File: config.mk
export PLATFORM = sky130hd
export DESIGN_NAME = systolic_drain
export DESIGN_NICKNAME = d
export VERILOG_FILES = /design/src/rtl/systolic_drain_pkg.sv /design/src/rtl/drain_fifo.sv /design/src/rtl/systolic_drain.sv
export VERILOG_INCLUDE_DIRS = /design/src /design/src/rtl
export SDC_FILE = /design/constraint.sdc
export NUM_CORES = 1
export LEC_CHECK = 0
export BUFFER_PORTS_ARGS = -buffer_cell sky130_fd_sc_hd__buf_2
export CAP_MARGIN = 25
export CORE_MARGIN = 5
export CORE_UTILIZATION = 55
export DETAILED_ROUTE_END_ITERATION = 7
export GPL_TIMING_DRIVEN = 0
export HOLD_SLACK_MARGIN = 0.08
export PLACE_DENSITY = 0.74
export RECOVER_POWER = 50
export SETUP_SLACK_MARGIN = 0.02
export SYNTH_ARGS = -nofsm -noshare
export SYNTH_HDL_FRONTEND = slang
export SYNTH_SLANG_ARGS = --single-unit
File: constraint.sdc
create_clock -name clk -period 6.8 [get_ports clk]
set_input_delay 0.34 -clock clk [delete_from_list [all_inputs] [get_ports clk]]
set_output_delay 0.34 -clock clk [all_outputs]
set_load 0.1 [all_outputs]
File: src/rtl/defs.sv
// defs: shared project-wide width and depth defaults
`ifndef DEFS_SV
`define DEFS_SV
`ifndef C_WIDTH
`define C_WIDTH 16
`endif
`ifndef DRAIN_DEPTH
`define DRAIN_DEPTH 8
`endif
`endif

File: src/rtl/systolic_drain_pkg.sv
// systolic_drain_pkg: widths, default depth and the lane clamp helper for the drain
`include "defs.sv"
package systolic_drain_pkg;
    localparam int C_WIDTH     = `C_WIDTH;
    localparam int DRAIN_DEPTH = `DRAIN_DEPTH;
    function automatic logic [C_WIDTH-1:0] relu(input logic [C_WIDTH-1:0] v);
        return v[C_WIDTH-1] ? '0 : v;
    endfunction
endpackage

File: src/rtl/drain_fifo.sv
// drain_fifo: synchronous show-ahead FIFO; pointers carry one wrap bit for full/empty
module drain_fifo #(
    parameter int WIDTH = 32,
    parameter int DEPTH = 8
) (
    input  logic                   clk,
    input  logic                   rst,
    input  logic                   push,
    input  logic                   pop,
    input  logic [WIDTH-1:0]       din,
    output logic [WIDTH-1:0]       dout,
    output logic                   full,
    output logic                   empty,
    output logic [$clog2(DEPTH):0] count
);
    localparam int AW = $clog2(DEPTH);
    logic [AW:0]      wr_q, wr_d, rd_q, rd_d;
    logic [WIDTH-1:0] mem_q [DEPTH];
    logic             do_push, do_pop;
    assign empty   = wr_q == rd_q;
    assign full    = (wr_q[AW] != rd_q[AW]) && (wr_q[AW-1:0] == rd_q[AW-1:0]);
    assign do_pop  = pop & ~empty;
    assign do_push = push & (~full | do_pop);
    assign wr_d    = do_push ? wr_q + (AW+1)'(1) : wr_q;
    assign rd_d    = do_pop ? rd_q + (AW+1)'(1) : rd_q;
    assign count   = wr_q - rd_q;
    assign dout    = empty ? '0 : mem_q[rd_q[AW-1:0]];
    // storage is not reset; the pointers alone define what is valid
    always_ff @(posedge clk) begin
        if (do_push) mem_q[wr_q[AW-1:0]] <= din;
    end
    // pointer registers
    always_ff @(posedge clk) begin
        if (rst) begin
            wr_q <= '0;
            rd_q <= '0;
        end else begin
            wr_q <= wr_d;
            rd_q <= rd_d;
        end
    end
endmodule

File: src/rtl/systolic_drain.sv
// systolic_drain: deskews the array's bottom psum drain into aligned rows and queues them (optional SYSTOLIC_DRAIN_RELU_EN clamps negative lanes)
module systolic_drain
    import systolic_drain_pkg::*;
#(
    parameter int N     = 2,
    parameter int DEPTH = DRAIN_DEPTH
) (
    input  logic                         clk,
    input  logic                         rst,
    input  logic                         in_valid,
    input  logic [N-1:0][C_WIDTH-1:0]    psum_in,
    output logic [N-1:0][C_WIDTH-1:0]    out_data,
    output logic                         out_valid,
    input  logic                         out_ready,
    output logic [$clog2(DEPTH):0]       count,
    output logic                         overflow
);
    typedef logic [N-1:0][C_WIDTH-1:0] row_t;
    row_t aligned, wr_row;
    logic row_valid, full, empty, pop, ovf_q, ovf_d;
    if (N > 1) begin : g_vld
        logic [N-2:0] vld_q;
        // in_valid follows lane 0 through N-1 stages so it marks the aligned row
        always_ff @(posedge clk) begin
            if (rst) vld_q <= '0;
            else begin
                vld_q[0] <= in_valid;
                for (int k = 1; k < N-1; k++) vld_q[k] <= vld_q[k-1];
            end
        end
        assign row_valid = vld_q[N-2];
    end else begin : g_novld
        assign row_valid = in_valid;
    end
    for (genvar j = 0; j < N; j++) begin : g_lane
        localparam int S = N-1-j;
        if (S == 0) begin : g_pass
            assign aligned[j] = psum_in[j];
        end else begin : g_dly
            logic [C_WIDTH-1:0] sh_q [S];
            // lane j arrives j cycles late, so it needs N-1-j stages to line up
            always_ff @(posedge clk) begin
                if (rst) sh_q <= '{default: '0};
                else begin
                    sh_q[0] <= psum_in[j];
                    for (int k = 1; k < S; k++) sh_q[k] <= sh_q[k-1];
                end
            end
            assign aligned[j] = sh_q[S-1];
        end
    end
    // optional clamp sits between deskew and FIFO write, adding no latency
    always_comb begin
        wr_row = aligned;
`ifdef SYSTOLIC_DRAIN_RELU_EN
        for (int j = 0; j < N; j++) wr_row[j] = relu(aligned[j]);
`endif
    end
    assign pop       = out_valid & out_ready;
    assign out_valid = ~empty;
    assign overflow  = ovf_q;
    // a row is lost only when full with no pop freeing a slot in the same cycle
    assign ovf_d = ovf_q | (row_valid & full & ~pop);
    // sticky overflow flag, cleared only by reset
    always_ff @(posedge clk) begin
        ovf_q <= rst ? 1'b0 : ovf_d;
    end
    drain_fifo #(.WIDTH(N*C_WIDTH), .DEPTH(DEPTH)) u_fifo (
        .clk   (clk),
        .rst   (rst),
        .push  (row_valid),
        .pop   (pop),
        .din   (wr_row),
        .dout  (out_data),
        .full  (full),
        .empty (empty),
        .count (count)
    );
endmodule

==> results.ini, run 1 <==
[drt]
route.detailed.drc=0
met2_wirelength_mm=10.8
wl_per_cell_um=22.8
vias_after_detailed_routing=5254
viasPerCell=5.67
drtIter0Drc=411
first_pass_iters=4
wl_met1_mm=8.71
top_signal_layer_used=met4
met3WireLength_mm=1.28
finalWirelength_mm=21.1
antenna_left=0

[synthesis]
synthesis.area_mm2=0.0107
biggest_area_contributors_in_the_synthesized_netlist=sky130_fd_sc_hd__edfxtp_1, sky130_fd_sc_hd__mux4_2, sky130_fd_sc_hd__dfxtp_1, sky130_fd_sc_hd__a22o_1, sky130_fd_sc_hd__nor2b_1
synth.lib_cells_used.distinct=38
synth-warning-count=0
sequential_element_share_of_the_synthesized_area_pct=77.1
synth_area_leader_cell=sky130_fd_sc_hd__edfxtp_1
synth_top_cell_area_share_pct=71.7
netlist_instances=487
flops_latches_synth=285
mappedNetlistNets=529
syn_area_per_cell_um2=22.0

[global_route]
grt_antenna_before_repair=0
wire_length_of_the_first_global_routing_pass_mm=32.8
grtUsageTotal_pct=19.5
grt_start_max_net_pins=23
grt.overflow.total=0
grt_pass1_vias=5688

[die]
initial_utilization_pct=55.4
die_y_um=150
boundaryPins=74
core_area_mm2=0.0193
floorplan.die_area_mm2=0.0224
dieWidth_um=150
placement_rows=51

[cts]
tritoncts_clock_tree=yes
worst_setup_hold_path_clk_slew_ns=0.06
numCtsBuffers=28
cts_max_path_buffers=3
htree_levels=1
clock_insertion_delay_worst_skew_ns=0.53
cts_root_buf=sky130_fd_sc_hd__clkbuf_16
cts_num_sinks=285
cts.repair.resized=0

[place]
post-place-cells=845
io_buffers=73
placement.cell_area_mm2=0.0118
dp_hpwl_mm=13.4
gp_congestion=0.799
place_worst_setup_slack_ns=3.86

[run]
maxCapViolCount=0

[power_and_ir_drop]
power.internal_mw=3.17
netSwitchingFraction_pct=28.9
power_frac_clock_pct=36.4
report.power.total_mw=4.45
pwr_density_cell_mw_per_mm2=343
comb_power_share_pct=19.8
share_seq_of_total_power_pct=43.9
worst_supply_voltage_drop_on_vdd_mv=0.233
p_switching_mw=1.29
static_leakage_nw=4.38

[timing]
hold_violations=0
post_route_clock_period_utilization_pct=50.9
finalClockSkew_ns=0.00849
postLayoutSetupSlackWorst_ns=3.34
tns_ns=0
drv_slew=0
final.hold.worst_slack_ns=0.108
worst_pin_slew_ns=1.32
setup_viol_count_final=0
max_slew_margin_pct=11.5
fmaxAchievable_mhz=289
rsz0062_at_grt=false
period_needed_ns=3.46

[finish]
post_route_cells_drive_above_1_share_pct=31.0
finalNonFillerCells=927
ff_latch_area_mm2=0.00827
most_common_library_cell_in_the_layout_ignoring_fill_and_taps=sky130_fd_sc_hd__edfxtp_1
area_growth_syn_to_layout_pct=21.3
multi_input_comb_area_mm2=0.00231
filler_instances=1254
mostFrequentLayoutCells=sky130_fd_sc_hd__edfxtp_1, sky130_fd_sc_hd__buf_2, sky130_fd_sc_hd__mux4_2
final_core_utilization_pct=67.2
final_design_area_no_fill_mm2=0.0130
num-nets-final=683
antenna_cells=0

[worst_setup_path]
cp_max_fo=10
cp-end-kind=output port
critical_path_class=reg -> out
start_kind=register
crit_required_ns=6.46
worst_ep_arrival_time_ns=3.12

[run_status]
result_of_the_run=complete, no violations

[min_path]
hold_class=in -> reg

-- worst max-delay path: stages (launching register included) --
cell and delay [ns]:
sky130_fd_sc_hd__dfxtp_1 0.48, sky130_fd_sc_hd__inv_1 0.15, sky130_fd_sc_hd__ha_1 0.32, sky130_fd_sc_hd__and3_1 0.26, sky130_fd_sc_hd__a21oi_2 0.34, sky130_fd_sc_hd__buf_2 0.35, sky130_fd_sc_hd__a22o_1 0.24, sky130_fd_sc_hd__buf_2 0.44
-- synth_stat cells (all sizes together) --
master / instances
edfxtp: 256
mux4: 64
a22o: 32
dfxtp: 29
nor2b: 17
buf: 14
nor2: 11
clkbuf: 9
inv: 8
nand2: 7
xnor2: 7
a21oi: 6
ha: 5
nor3: 4
nand3: 2
o21ai: 2
xor2: 2
a21o: 1
a311oi: 1
and2: 1
and3: 1
fa: 1
mux2i: 1
nand4: 1
nor4: 1
o211ai: 1
o31ai: 1
or3: 1
or3b: 1
-- cell type report --
cell class / count / share of cell area (%)
clock inverter: 17 / 1.64
tap: 265 / 2.55
multi-input combinational: 171 / 17.8
clock buffer: 34 / 5.96
timing repair buffer: 124 / 7.20
sequential: 285 / 63.6
buffer: 23 / 1.05
inverter: 8 / 0.231
-- path summary, 6_finish.rpt --
| check | from | end | slack [ns] | depth (start not counted) |
|---|---|---|---|---|
| worst min-delay path | psum_in[15] | g_lane[0].g_dly.sh_q[15]$_SDFF_PP0_ | 0.11 | 2 |
| worst min register to register | overflow$_SDFF_PP0_ | overflow$_SDFF_PP0_ | 0.47 | 2 |
| worst max-delay path | u_fifo.wr_q[0]$_SDFFE_PP0P_ | out_data[26] | 3.34 | 7 |
| worst max register to register | u_fifo.wr_q[0]$_SDFFE_PP0P_ | u_fifo.mem_q[5][17]$_DFFE_PP_ | 3.73 | 7 |
-- sequential cells by signal, indices dropped and copies added (netlist names), named ones only --
| name | count |
|---|---|
| u_fifo.rd_q | 4 |
| g_lane.g_dly.sh_q | 16 |
| u_fifo.mem_q | 256 |
| overflow | 1 |
| g_vld.vld_q | 1 |
| u_fifo.wr_q | 4 |
-- cells by family (layout without fill, tap and decap cells) --
| family | Yosys count | count (layout) | share of synthesized area [%] |
|---|---|---|---|
| xor+xnor | 9 | 9 | 0.911 |
| compound gates | 44 | 44 | 3.42 |
| mux | 65 | 65 | 13.7 |
| buf+inv | 31 | 206 | 1.55 |
| flops | 285 | 285 | 77.1 |
| fa+ha+maj | 6 | 6 | 0.770 |
| simple gates | 47 | 47 | 2.52 |
-- power by group through the flow --
stage / Combinational, mW / Clock, mW / Sequential (mW)
2_1_floorplan: 0.710 / 0 / 1.99
3_3_place_gp: 0.860 / 0 / 1.99
3_5_place_dp: 0.877 / 0 / 1.99
4_1_cts: 0.893 / 1.65 / 1.95
5_1_grt: 0.921 / 1.73 / 1.96
6_report: 0.880 / 1.62 / 1.95
-- routing by layer --
metal | up-vias | track usage [%]
met5 | - | 0
met4 | 0 | 4.90
met3 | 35 | 3.33
met2 | 169 | 33.2
met1 | 2725 | 26.7
li1 | 2325 | -
-- repair_timing --
item / in CTS / in global routing
hold buffers: 31 / 0
buffers inserted: 0 / 0
endpoints found under the hold margin: 130 / 0
No activity file was read; power rests on OpenSTA's default activity.
==> inputs of run 2 (changes only) <==
==> constraint.sdc (replaced) <==
create_clock -name clk -period 3.4 [get_ports clk]
set_input_delay 0.17 -clock clk [delete_from_list [all_inputs] [get_ports clk]]
set_output_delay 0.17 -clock clk [all_outputs]
set_load 0.1 [all_outputs]
==> run 2 against run 1 <==
- largest power group unchanged
- worst setup slack got worse by 3.2 ns
- sequential share of layout area decreased by 0.41 points
- core utilization increased by 0.43 points
- critical endpoint is now out_data[25]
- highest routed layer unchanged
==> results.ini, run 2 (synthesis results as in run 1) <==
[drt]
vias_after_detailed_routing=5287  ; +0.63%
route.detailed.drc=0  ; unchanged
finalWirelength_mm=21.1  ; -0.20%
antenna_left=0  ; unchanged
viasPerCell=5.65  ; -0.34%
first_pass_iters=5  ; +1
wl_per_cell_um=22.5  ; -1.2%
drtIter0Drc=406  ; -1.2%

[finish]
number_of_flip_flops_in_the_largest_register=256  ; unchanged
post_route_cells_drive_above_1_share_pct=29.2  ; -1.8 points
area_growth_syn_to_layout_pct=22.1
multi_input_comb_area_mm2=0.00232  ; +0.43%
final_design_area_no_fill_mm2=0.0131  ; +0.64%
antenna_cells=0  ; unchanged
mostFrequentLayoutCells=sky130_fd_sc_hd__edfxtp_1, sky130_fd_sc_hd__mux4_2, sky130_fd_sc_hd__buf_2
most_common_library_cell_in_the_layout_ignoring_fill_and_taps=sky130_fd_sc_hd__edfxtp_1
ff_latch_area_mm2=0.00827  ; unchanged
final_core_utilization_pct=67.7  ; +0.43 points
filler_instances=1273  ; +1.5%
num-nets-final=691  ; +1.2%

[worst_setup_path]
critical-path-slowest-cell=sky130_fd_sc_hd__dfxtp_1
start_kind=register
cp.buffers_inverters=3  ; unchanged
worstPathCellList=inv_1 > ha_1 > and3_1 > a21oi_2 > buf_2 > a22o_1 > buf_2
crit_required_ns=3.23  ; -3.23 ns
worst_path_dominant_cell_family=buffers and inverters
cp-end-kind=output port
worst_ep_arrival_time_ns=3.06  ; -0.06 ns
cp_max_fo=10  ; unchanged
critical_path_class=reg -> out
crit_path_frequent_cell=sky130_fd_sc_hd__buf_2
cp_slowest_stage_delay_ns=0.51  ; +0.03 ns

[cts]
htree_levels=1  ; unchanged
cts_num_sinks=285  ; unchanged
cts_root_buf=sky130_fd_sc_hd__clkbuf_16
clock_insertion_delay_worst_skew_ns=0.54  ; about the same
cts_max_path_buffers=3  ; unchanged
numCtsBuffers=28  ; unchanged
tritoncts_clock_tree=yes
worst_setup_hold_path_clk_slew_ns=0.06  ; about the same

[timing]
rsz0062_at_grt=false
tns_ns=0  ; unchanged
period_needed_ns=3.23
drv_slew=0  ; unchanged
post_route_clock_period_utilization_pct=95.1
hold_violations=0  ; unchanged
fmaxAchievable_mhz=309
postLayoutSetupSlackWorst_ns=0.166  ; -3.18 ns
worst_pin_slew_ns=1.17  ; -0.150 ns
finalClockSkew_ns=0.0141  ; +0.00559 ns
setup_viol_count_final=0  ; unchanged
max_slew_margin_pct=22.5  ; +11 points

[power_and_ir_drop]
pwr_density_cell_mw_per_mm2=669  ; +95%
static_leakage_nw=4.39  ; +0.17%
worst_supply_voltage_drop_on_vdd_mv=0.553  ; +140%

[global_route]
grt_antenna_before_repair=0  ; unchanged
grt.overflow.total=0  ; unchanged
grtUsageTotal_pct=19.7  ; +0.15 points
wire_length_of_the_first_global_routing_pass_mm=32.9  ; +0.29%
grt_pass1_vias=5614  ; -1.3%
grt_start_max_net_pins=26  ; +13%

[die]
boundaryPins=74  ; unchanged
initial_utilization_pct=55.4  ; unchanged
dieWidth_um=150  ; unchanged
placement_rows=51  ; unchanged
die_y_um=150  ; unchanged
core_area_mm2=0.0193  ; unchanged
floorplan.die_area_mm2=0.0224  ; unchanged

[place]
dp_hpwl_mm=13.3  ; -0.65%
gp_congestion=0.787  ; -1.5%
place_worst_setup_slack_ns=0.503  ; -3.36 ns
io_buffers=73  ; unchanged
placement.cell_area_mm2=0.0118  ; about the same

[run]
maxCapViolCount=0  ; unchanged

[run_status]
result_of_the_run=complete, no violations

[min_path]
hold_class=in -> reg

run 2: changes by cell type in the layout (fill, tap and decap cells not counted), sizes merged:
cell,change
clkbuf,+12
bufinv,-1
buf,-19
inv,+1
dlygate4sd3,+10
clkinvlp,-2
clkinv,+8
run 2: what timing repair did:
action | CTS | global route
hold buffers | 41 | 0
buffers inserted | 0 | 0
resized for setup | 0 | 16
hold endpoints to repair | 147 | 0
setup endpoints to repair | 0 | 16
run 2: layer usage:
metal	up-vias	GRT usage (%)	wire, µm	part of all wire, %
li1	2349	-	-	-
met1	2753	27.3	8820	42
met2	161	33.7	10900	52
met3	24	2.94	1140	5.4
met4	0	4.21	273	1.3
met5	-	0	0	0
run 2: final timing paths:
| path | startpoint | endpoint | slack, ns | cells after the start |
|---|---|---|---|---|
| worst max-delay path | u_fifo.wr_q[0]$_SDFFE_PP0P_ | out_data[25] | 0.17 | 7 |
| worst min-delay path | rst | u_fifo.rd_q[0]$_SDFFE_PP0N_ | 0.36 | 3 |
| worst max register to register | u_fifo.wr_q[0]$_SDFFE_PP0P_ | u_fifo.mem_q[2][26]$_DFFE_PP_ | 0.42 | 7 |
| worst min register to register | overflow$_SDFF_PP0_ | overflow$_SDFF_PP0_ | 0.53 | 2 |
run 2: worst min-delay path, delay by kind of cell:
kind                   cells  cell delay (ns)
buffers and inverters      2             0.54
AND/OR/NAND/NOR            1             0.15
run 2: power by group:
part / switching, mW / total (mW) / internal, mW
combinational: 1.29 / 1.79 / 0.501
sequential: 0.0398 / 3.91 / 3.87
clock: 1.25 / 3.06 / 1.81
total: 2.58 / 8.76 / 6.18
run 2: cell type report:
cell class	count	area share [%]
Timing Repair Buffer	132	8.21
Clock inverter	23	1.66
Inverter	8	0.229
Multi-Input combinational cell	171	17.7
Clock buffer	29	5.38
Sequential cell	285	63.2
Tap cell	265	2.53
Buffer	23	1.04
run 2: stage by stage:
| stage | total power, mW | hold WS, ns | cells |
|---|---|---|---|
| 6_report | 8.76 | 0.362 | 936 |
| 5_1_grt | 9.06 | 0.365 | 936 |
| 4_1_cts | 8.81 | 0.237 | 936 |
| 3_5_place_dp | 5.74 | 0.382 | 843 |
| 3_3_place_gp | 5.69 | 0.378 | 825 |
| 2_1_floorplan | 5.39 | 0.242 | 487 |
